$ cat src/rtl/data_bus_bridge_if.sv
// Request/response bus between the data bridge (master) and the memory-side fabric (slave).
interface data_bus_bridge_if;
    logic        bus_req_valid;
    logic        bus_req_ready;
    logic        bus_req_write;
    logic [3:0]  bus_req_wstrb;
    logic [1:0]  bus_req_size;
    logic [31:0] bus_req_addr;
    logic [31:0] bus_req_wdata;
    logic        bus_resp_valid;
    logic [31:0] bus_resp_rdata;
    logic        bus_resp_ready;

    modport master (
        output bus_req_valid, bus_req_write, bus_req_wstrb, bus_req_size,
               bus_req_addr, bus_req_wdata, bus_resp_ready,
        input  bus_req_ready, bus_resp_valid, bus_resp_rdata
    );

    modport slave (
        input  bus_req_valid, bus_req_write, bus_req_wstrb, bus_req_size,
               bus_req_addr, bus_req_wdata, bus_resp_ready,
        output bus_req_ready, bus_resp_valid, bus_resp_rdata
    );
endinterface

$ cat src/rtl/data_bus_bridge.sv
// Turns the core's single-cycle SRAM-style data access into one outstanding
// valid/ready bus transaction, stalling the core until it completes or times out.
module data_bus_bridge #(
    parameter int unsigned TIMEOUT_CYCLES = 256,
    parameter logic [31:0] TIMEOUT_RDATA  = 32'hDEADBEEF
) (
    input  logic                  clk,
    input  logic                  rst,
    input  logic                  cpu_en,
    input  logic [3:0]            cpu_wen,
    input  logic [31:0]           cpu_addr,
    input  logic [31:0]           cpu_wdata,
    output logic [31:0]           cpu_rdata,
    output logic                  cpu_stallreq,
    data_bus_bridge_if.master     bus,
    output logic                  bus_timeout
);

    localparam int unsigned CNT_W = (TIMEOUT_CYCLES > 2) ? $clog2(TIMEOUT_CYCLES) : 1;
    localparam logic [CNT_W-1:0] CNT_LAST = CNT_W'(TIMEOUT_CYCLES - 1);

    typedef enum logic [1:0] {
        IDLE      = 2'd0,
        REQ       = 2'd1,
        WAIT_RESP = 2'd2,
        DONE      = 2'd3
    } state_t;

    state_t            state_reg,   state_next;
    logic [3:0]        wen_reg,     wen_next;
    logic [1:0]        size_reg,    size_next;
    logic [31:0]       addr_reg,    addr_next;
    logic [31:0]       wdata_reg,   wdata_next;
    logic [CNT_W-1:0]  cnt_reg,     cnt_next;
    logic [31:0]       rdata_reg,   rdata_next;
    logic              timeout_reg, timeout_next;
    logic [1:0]        size_decode;

    // Half-word only for aligned lane pairs; irregular masks fall back to word size.
    always_comb begin
        size_decode = 2'd2;
        case (cpu_wen)
            4'b0011, 4'b1100:                   size_decode = 2'd1;
            4'b0001, 4'b0010, 4'b0100, 4'b1000: size_decode = 2'd0;
            default:                            size_decode = 2'd2;
        endcase
    end

    always_ff @(posedge clk or negedge rst) begin
        if (!rst) begin
            state_reg   <= IDLE;
            wen_reg     <= 4'd0;
            size_reg    <= 2'd0;
            addr_reg    <= 32'd0;
            wdata_reg   <= 32'd0;
            cnt_reg     <= '0;
            rdata_reg   <= 32'd0;
            timeout_reg <= 1'b0;
        end else begin
            state_reg   <= state_next;
            wen_reg     <= wen_next;
            size_reg    <= size_next;
            addr_reg    <= addr_next;
            wdata_reg   <= wdata_next;
            cnt_reg     <= cnt_next;
            rdata_reg   <= rdata_next;
            timeout_reg <= timeout_next;
        end
    end

    always_comb begin
        state_next   = state_reg;
        wen_next     = wen_reg;
        size_next    = size_reg;
        addr_next    = addr_reg;
        wdata_next   = wdata_reg;
        cnt_next     = cnt_reg;
        rdata_next   = rdata_reg;
        timeout_next = timeout_reg;
        case (state_reg)
            IDLE: begin
                if (cpu_en) begin
                    wen_next   = cpu_wen;
                    size_next  = size_decode;
                    addr_next  = cpu_addr;
                    wdata_next = cpu_wdata;
                    state_next = REQ;
                end
            end
            REQ: begin
                if (bus.bus_req_ready) begin
                    cnt_next   = '0;
                    state_next = WAIT_RESP;
                end
            end
            WAIT_RESP: begin
                cnt_next = cnt_reg + CNT_W'(1);
                // A response arriving on the final count beats the timeout.
                if (bus.bus_resp_valid) begin
                    if (wen_reg == 4'd0) begin
                        rdata_next = bus.bus_resp_rdata;
                    end
                    state_next = DONE;
                end else if (cnt_reg == CNT_LAST) begin
                    timeout_next = 1'b1;
                    if (wen_reg == 4'd0) begin
                        rdata_next = TIMEOUT_RDATA;
                    end
                    state_next = DONE;
                end
            end
            DONE: begin
                // The core still shows the finished request here, so cpu_en is not a new access.
                state_next = IDLE;
            end
            default: begin
                state_next = IDLE;
            end
        endcase
    end

    assign cpu_stallreq       = ((state_reg == IDLE) && cpu_en) ||
                                (state_reg == REQ) || (state_reg == WAIT_RESP);
    assign cpu_rdata          = rdata_reg;
    assign bus_timeout        = timeout_reg;
    assign bus.bus_req_valid  = (state_reg == REQ);
    assign bus.bus_req_write  = |wen_reg;
    assign bus.bus_req_wstrb  = wen_reg;
    assign bus.bus_req_size   = size_reg;
    assign bus.bus_req_addr   = addr_reg;
    assign bus.bus_req_wdata  = wdata_reg;
    assign bus.bus_resp_ready = (state_reg == WAIT_RESP);

endmodule

$ cat src/flat_wrapper.sv
// flat-port wrapper written by rule: the top's interface ports become plain ports
module data_bus_bridge_flat 
#(
    parameter int unsigned TIMEOUT_CYCLES = 256,
    parameter logic [31:0] TIMEOUT_RDATA  = 32'hDEADBEEF
)
  (clk, rst, cpu_en, cpu_wen, cpu_addr, cpu_wdata, cpu_rdata, cpu_stallreq, bus_timeout, bus_bus_req_valid, bus_bus_req_write, bus_bus_req_wstrb, bus_bus_req_size, bus_bus_req_addr, bus_bus_req_wdata, bus_bus_resp_ready, bus_bus_req_ready, bus_bus_resp_valid, bus_bus_resp_rdata);
  data_bus_bridge_if bus_i ();
  input  logic clk;
  input  logic rst;
  input  logic cpu_en;
  input  logic [3:0] cpu_wen;
  input  logic [31:0] cpu_addr;
  input  logic [31:0] cpu_wdata;
  output logic [31:0] cpu_rdata;
  output logic cpu_stallreq;
  output logic bus_timeout;
  output wire logic [$bits(bus_i.bus_req_valid)-1:0] bus_bus_req_valid;
  output wire logic [$bits(bus_i.bus_req_write)-1:0] bus_bus_req_write;
  output wire logic [$bits(bus_i.bus_req_wstrb)-1:0] bus_bus_req_wstrb;
  output wire logic [$bits(bus_i.bus_req_size)-1:0] bus_bus_req_size;
  output wire logic [$bits(bus_i.bus_req_addr)-1:0] bus_bus_req_addr;
  output wire logic [$bits(bus_i.bus_req_wdata)-1:0] bus_bus_req_wdata;
  output wire logic [$bits(bus_i.bus_resp_ready)-1:0] bus_bus_resp_ready;
  input wire logic [$bits(bus_i.bus_req_ready)-1:0] bus_bus_req_ready;
  input wire logic [$bits(bus_i.bus_resp_valid)-1:0] bus_bus_resp_valid;
  input wire logic [$bits(bus_i.bus_resp_rdata)-1:0] bus_bus_resp_rdata;
  assign bus_bus_req_valid = bus_i.bus_req_valid;
  assign bus_bus_req_write = bus_i.bus_req_write;
  assign bus_bus_req_wstrb = bus_i.bus_req_wstrb;
  assign bus_bus_req_size = bus_i.bus_req_size;
  assign bus_bus_req_addr = bus_i.bus_req_addr;
  assign bus_bus_req_wdata = bus_i.bus_req_wdata;
  assign bus_bus_resp_ready = bus_i.bus_resp_ready;
  assign bus_i.bus_req_ready = bus_bus_req_ready;
  assign bus_i.bus_resp_valid = bus_bus_resp_valid;
  assign bus_i.bus_resp_rdata = bus_bus_resp_rdata;
  data_bus_bridge #(.TIMEOUT_CYCLES(TIMEOUT_CYCLES), .TIMEOUT_RDATA(TIMEOUT_RDATA)) u_core (.clk(clk), .rst(rst), .cpu_en(cpu_en), .cpu_wen(cpu_wen), .cpu_addr(cpu_addr), .cpu_wdata(cpu_wdata), .cpu_rdata(cpu_rdata), .cpu_stallreq(cpu_stallreq), .bus(bus_i), .bus_timeout(bus_timeout));
endmodule
$ cat config.mk
export PLATFORM = sky130hd
export DESIGN_NAME = data_bus_bridge_flat
export DESIGN_NICKNAME = d
export VERILOG_FILES = /design/src/rtl/data_bus_bridge_if.sv /design/src/rtl/data_bus_bridge.sv /design/src/flat_wrapper.sv
export SDC_FILE = /design/constraint.sdc
export NUM_CORES = 1
export LEC_CHECK = 0
export BUFFER_PORTS_ARGS = -buffer_cell sky130_fd_sc_hd__buf_2
export CORE_UTILIZATION = 32
export CTS_CLUSTER_DIAMETER = 150
export DETAILED_ROUTE_END_ITERATION = 16
export PLACE_DENSITY = 0.61
export SETUP_SLACK_MARGIN = 0.02
export SLEW_MARGIN = 40
export SYNTH_ARGS = -nofsm -noshare
export SYNTH_HDL_FRONTEND = slang
export SYNTH_SLANG_ARGS = --single-unit
$ cat constraint.sdc
create_clock -name clk -period 1.7 [get_ports clk]
set_input_delay 0.085 -clock clk [delete_from_list [all_inputs] [get_ports clk]]
set_output_delay 0.085 -clock clk [all_outputs]
set_load 0.05 [all_outputs]
==> results.txt <==
unrepaired setup endpoints after global routing: true
Synth Cell Area: 0.00445 mm²
Buffers on Ports: 211
CTS root buffer: clkbuf_16
post-synth cell types: 41
# rows: 42
ys flop type: dfrtp_1
overall power: 17.2 mW
largest net degree at the start of global routing: 48
status: complete, no violations
Clock Skews: 0.0103 ns
Setup crit start kind: flip-flop
Slowest cell on crit path: dfrtp_1
fmax: 615 MHz
Tcrit/Tclk final: 0.957
Slew @ Worst Pin: 0.461 ns
Pre-antenna DRT Iters: 6
Mapped Avg Cell Area: 15.0 µm²
Setup Viol. Count Final: 0
met3 Usage GRT: 0.0542
Fin Setup TNS: 0 ns
pre-CTS setup slack: 0.116 ns
drt drc: 0
clock slew at reported path FFs: 0.05 ns
PD cells: 2260 mW/mm²
Max-slew headroom: 0.692
critical path peak fanout: 6
Nets: 756
initial antenna violation count: 0
non-filler cells, final: 833
share of layout cells above drive strength 1: 0.545
placed cell count: 686
synthesized net count: 406
total track usage: 0.183
post-route setup slack: 0.0731 ns
GRT busiest layer: met2
global-route wire length before repair: 20200 µm
reg2reg path depth: 7
Worst-Skew Late Latency: 0.41 ns
Vias: 3829
Synth area leaders: dfrtp_1 64%, mux2_2 17%, o22a_1 4.1%, a22o_1 2.0%, ha_1 1.4%
IO Count: 212
Max Buffers Root-to-Sink: 2
sequential area share after synthesis: 0.635
WP data required: 1.62 ns
GRT overflow: 0
fin util: 0.568
Die W: 120 µm
Arr. time, crit path: 1.54 ns
Die Y: 120 µm
Ys Warns: 0
CP cell instances: inv_2, buf_6, ha_4, buf_6, nor2_4, nand2_4, buf_8
dpl hpwl: 7910 µm
H-tree depth: 4
RePlAce Congestion: 0.748
core region area: 0.0134 mm²
Fillers: 1086
Max Slew Vio Count: 0
Initial Util: 0.332
number of synthesized register bits: 113
WHS: 0.0691 ns
Hold WC Path Type: input pin to flip-flop
vias per cell: 4.60
CTS Buf Count: 17
CP max stage delay: 0.37 ns
Crit Path Class: flip-flop to output port
met1 Track Usage GR: 0.197
EDFF count, synth: 0
Most common cell on crit path: buf_6
Setup crit end kind: output port
post-synth top area share: 0.635
Routed WL: 13100 µm
GR met2 Demand/Resource: 0.329
largest area contributor in the netlist: dfrtp_1
Period minus WS final: 1.63 ns
antenna cells: 0
P&R area growth vs syn: 71.0%
Max Cap Viol: 0
WL/cell: 15.7 µm
die area: 0.0144 mm²
Final Hold Viols: 0
Clock Sinks: 113
CTS tree: done
vias in the first global route: 4164
placed instance area: 0.00582 mm²
Async S/R FF share, synth: 1.00
Post-DRT Antenna Nets: 0
Initial DRC Count: 100
VDD IR-drop max: 1.45 mV
Leakage: 3.69 nW
post-synthesis cell count: 296
fin area: 0.00761 mm²
Worst Hold Depth: 4
[cells by family (layout without fill, tap and decap cells)]
group | count (synthesis) | count (layout) | share of synthesized area
adder cells (fa/ha/maj) | 5 | 5 | 0.0141
flip-flops | 113 | 113 | 0.635
AND/OR/NAND/NOR | 38 | 38 | 0.0492
multiplexers | 71 | 71 | 0.180
XOR/XNOR | 3 | 3 | 0.00590
AO/OA/AOI/OAI | 49 | 50 | 0.0908
buffers and inverters | 17 | 377 | 0.0250
[routing by layer]
layer,vias up,part of all wire
met4,0,0.020
met2,165,0.52
met1,1855,0.39
met3,24,0.067
met5,-,0
li1,1785,-
[layout by cell type (no fill, tap or decap), types with 2 or more instances in the layout]
cell type and instances:
a22o_1 10, and3_1 2, buf_12 4, buf_2 208, buf_4 24, buf_6 2
buf_8 2, clkbuf_1 5, clkbuf_16 17, clkinv_2 5, dfrtp_1 113, dlygate4sd3_1 101
ha_1 2, ha_4 3, inv_1 2, inv_2 2, mux2_2 68, nand2_1 10
nand2_4 2, nand3_1 3, nand4_1 2, nor2_1 5, nor2_4 2, o21a_4 2
o21ai_0 6, o21ai_1 2, o22a_1 21, o22a_2 3, xnor2_1 2
[worst paths after layout]
kind	start	end	slack [ns]
worst min-delay path	bus_bus_req_ready	u_core.cnt_reg[7]$_DFFE_PN0P_	0.07
worst min register to register	u_core.bus.bus_req_size[1]$_DFFE_PN0P_	u_core.bus.bus_req_size[1]$_DFFE_PN0P_	0.48
min in group asynchronous	rst	u_core.cpu_rdata[10]$_DFFE_PN0P_	0.19
worst max register to register	u_core.state_reg[0]$_DFFE_PN0P_	u_core.state_reg[1]$_DFFE_PN0P_	0.09
max in group asynchronous	rst	u_core.bus.bus_req_addr[16]$_DFFE_PN0P_	0.89
worst max-delay path	u_core.state_reg[0]$_DFFE_PN0P_	cpu_stallreq	0.07
[area by class of cell]
cell class                      instances  area [µm²]  share of cell area
Sequential cell                       113        2830               0.371
Inverter                                4        15.0             0.00197
Clock buffer                           23         458              0.0601
Multi-Input combinational cell        167        1630               0.213
Timing Repair Buffer                  343        2400               0.316
Clock inverter                          7        62.6             0.00822
Tap cell                              176         220              0.0289
[report_power, final]
part	switching [mW]	total [mW]	internal, mW
sequential	0.765	4.78	4.02
combinational	6.38	9.31	2.94
clock	1.14	3.15	2.01
[critical path: cells and delay by family (launching register included)]
kind	cells	cell delay, ns
buf+inv	4	0.45
flops	1	0.37
fa+ha+maj	1	0.17
simple gates	2	0.14
[repair_timing]
action | 4_1_cts | 5_1_grt
pin swaps | 2 | 5
hold endpoints to repair | 131 | 0
resized for setup | 13 | 13
hold buffers | 101 | 0
cloned | 1 | 1
setup endpoints to repair | 3 | 57
buffers inserted | 8 | 7
[Yosys cell counts, types with 2 or more instances]
cell type / count
o21ai_0: 6
buf_6: 2
nand3_1: 4
ha_1: 5
nand2_1: 12
xnor2_1: 2
mux2_2: 68
o22a_1: 21
nor2b_1: 2
inv_1: 4
dfrtp_1: 113
buf_2: 8
a22o_1: 10
o21ai_1: 2
and3_1: 2
nand4_1: 2
o22a_2: 3
nor2_1: 6
buf_8: 2
(Power assumes the default switching activity.)
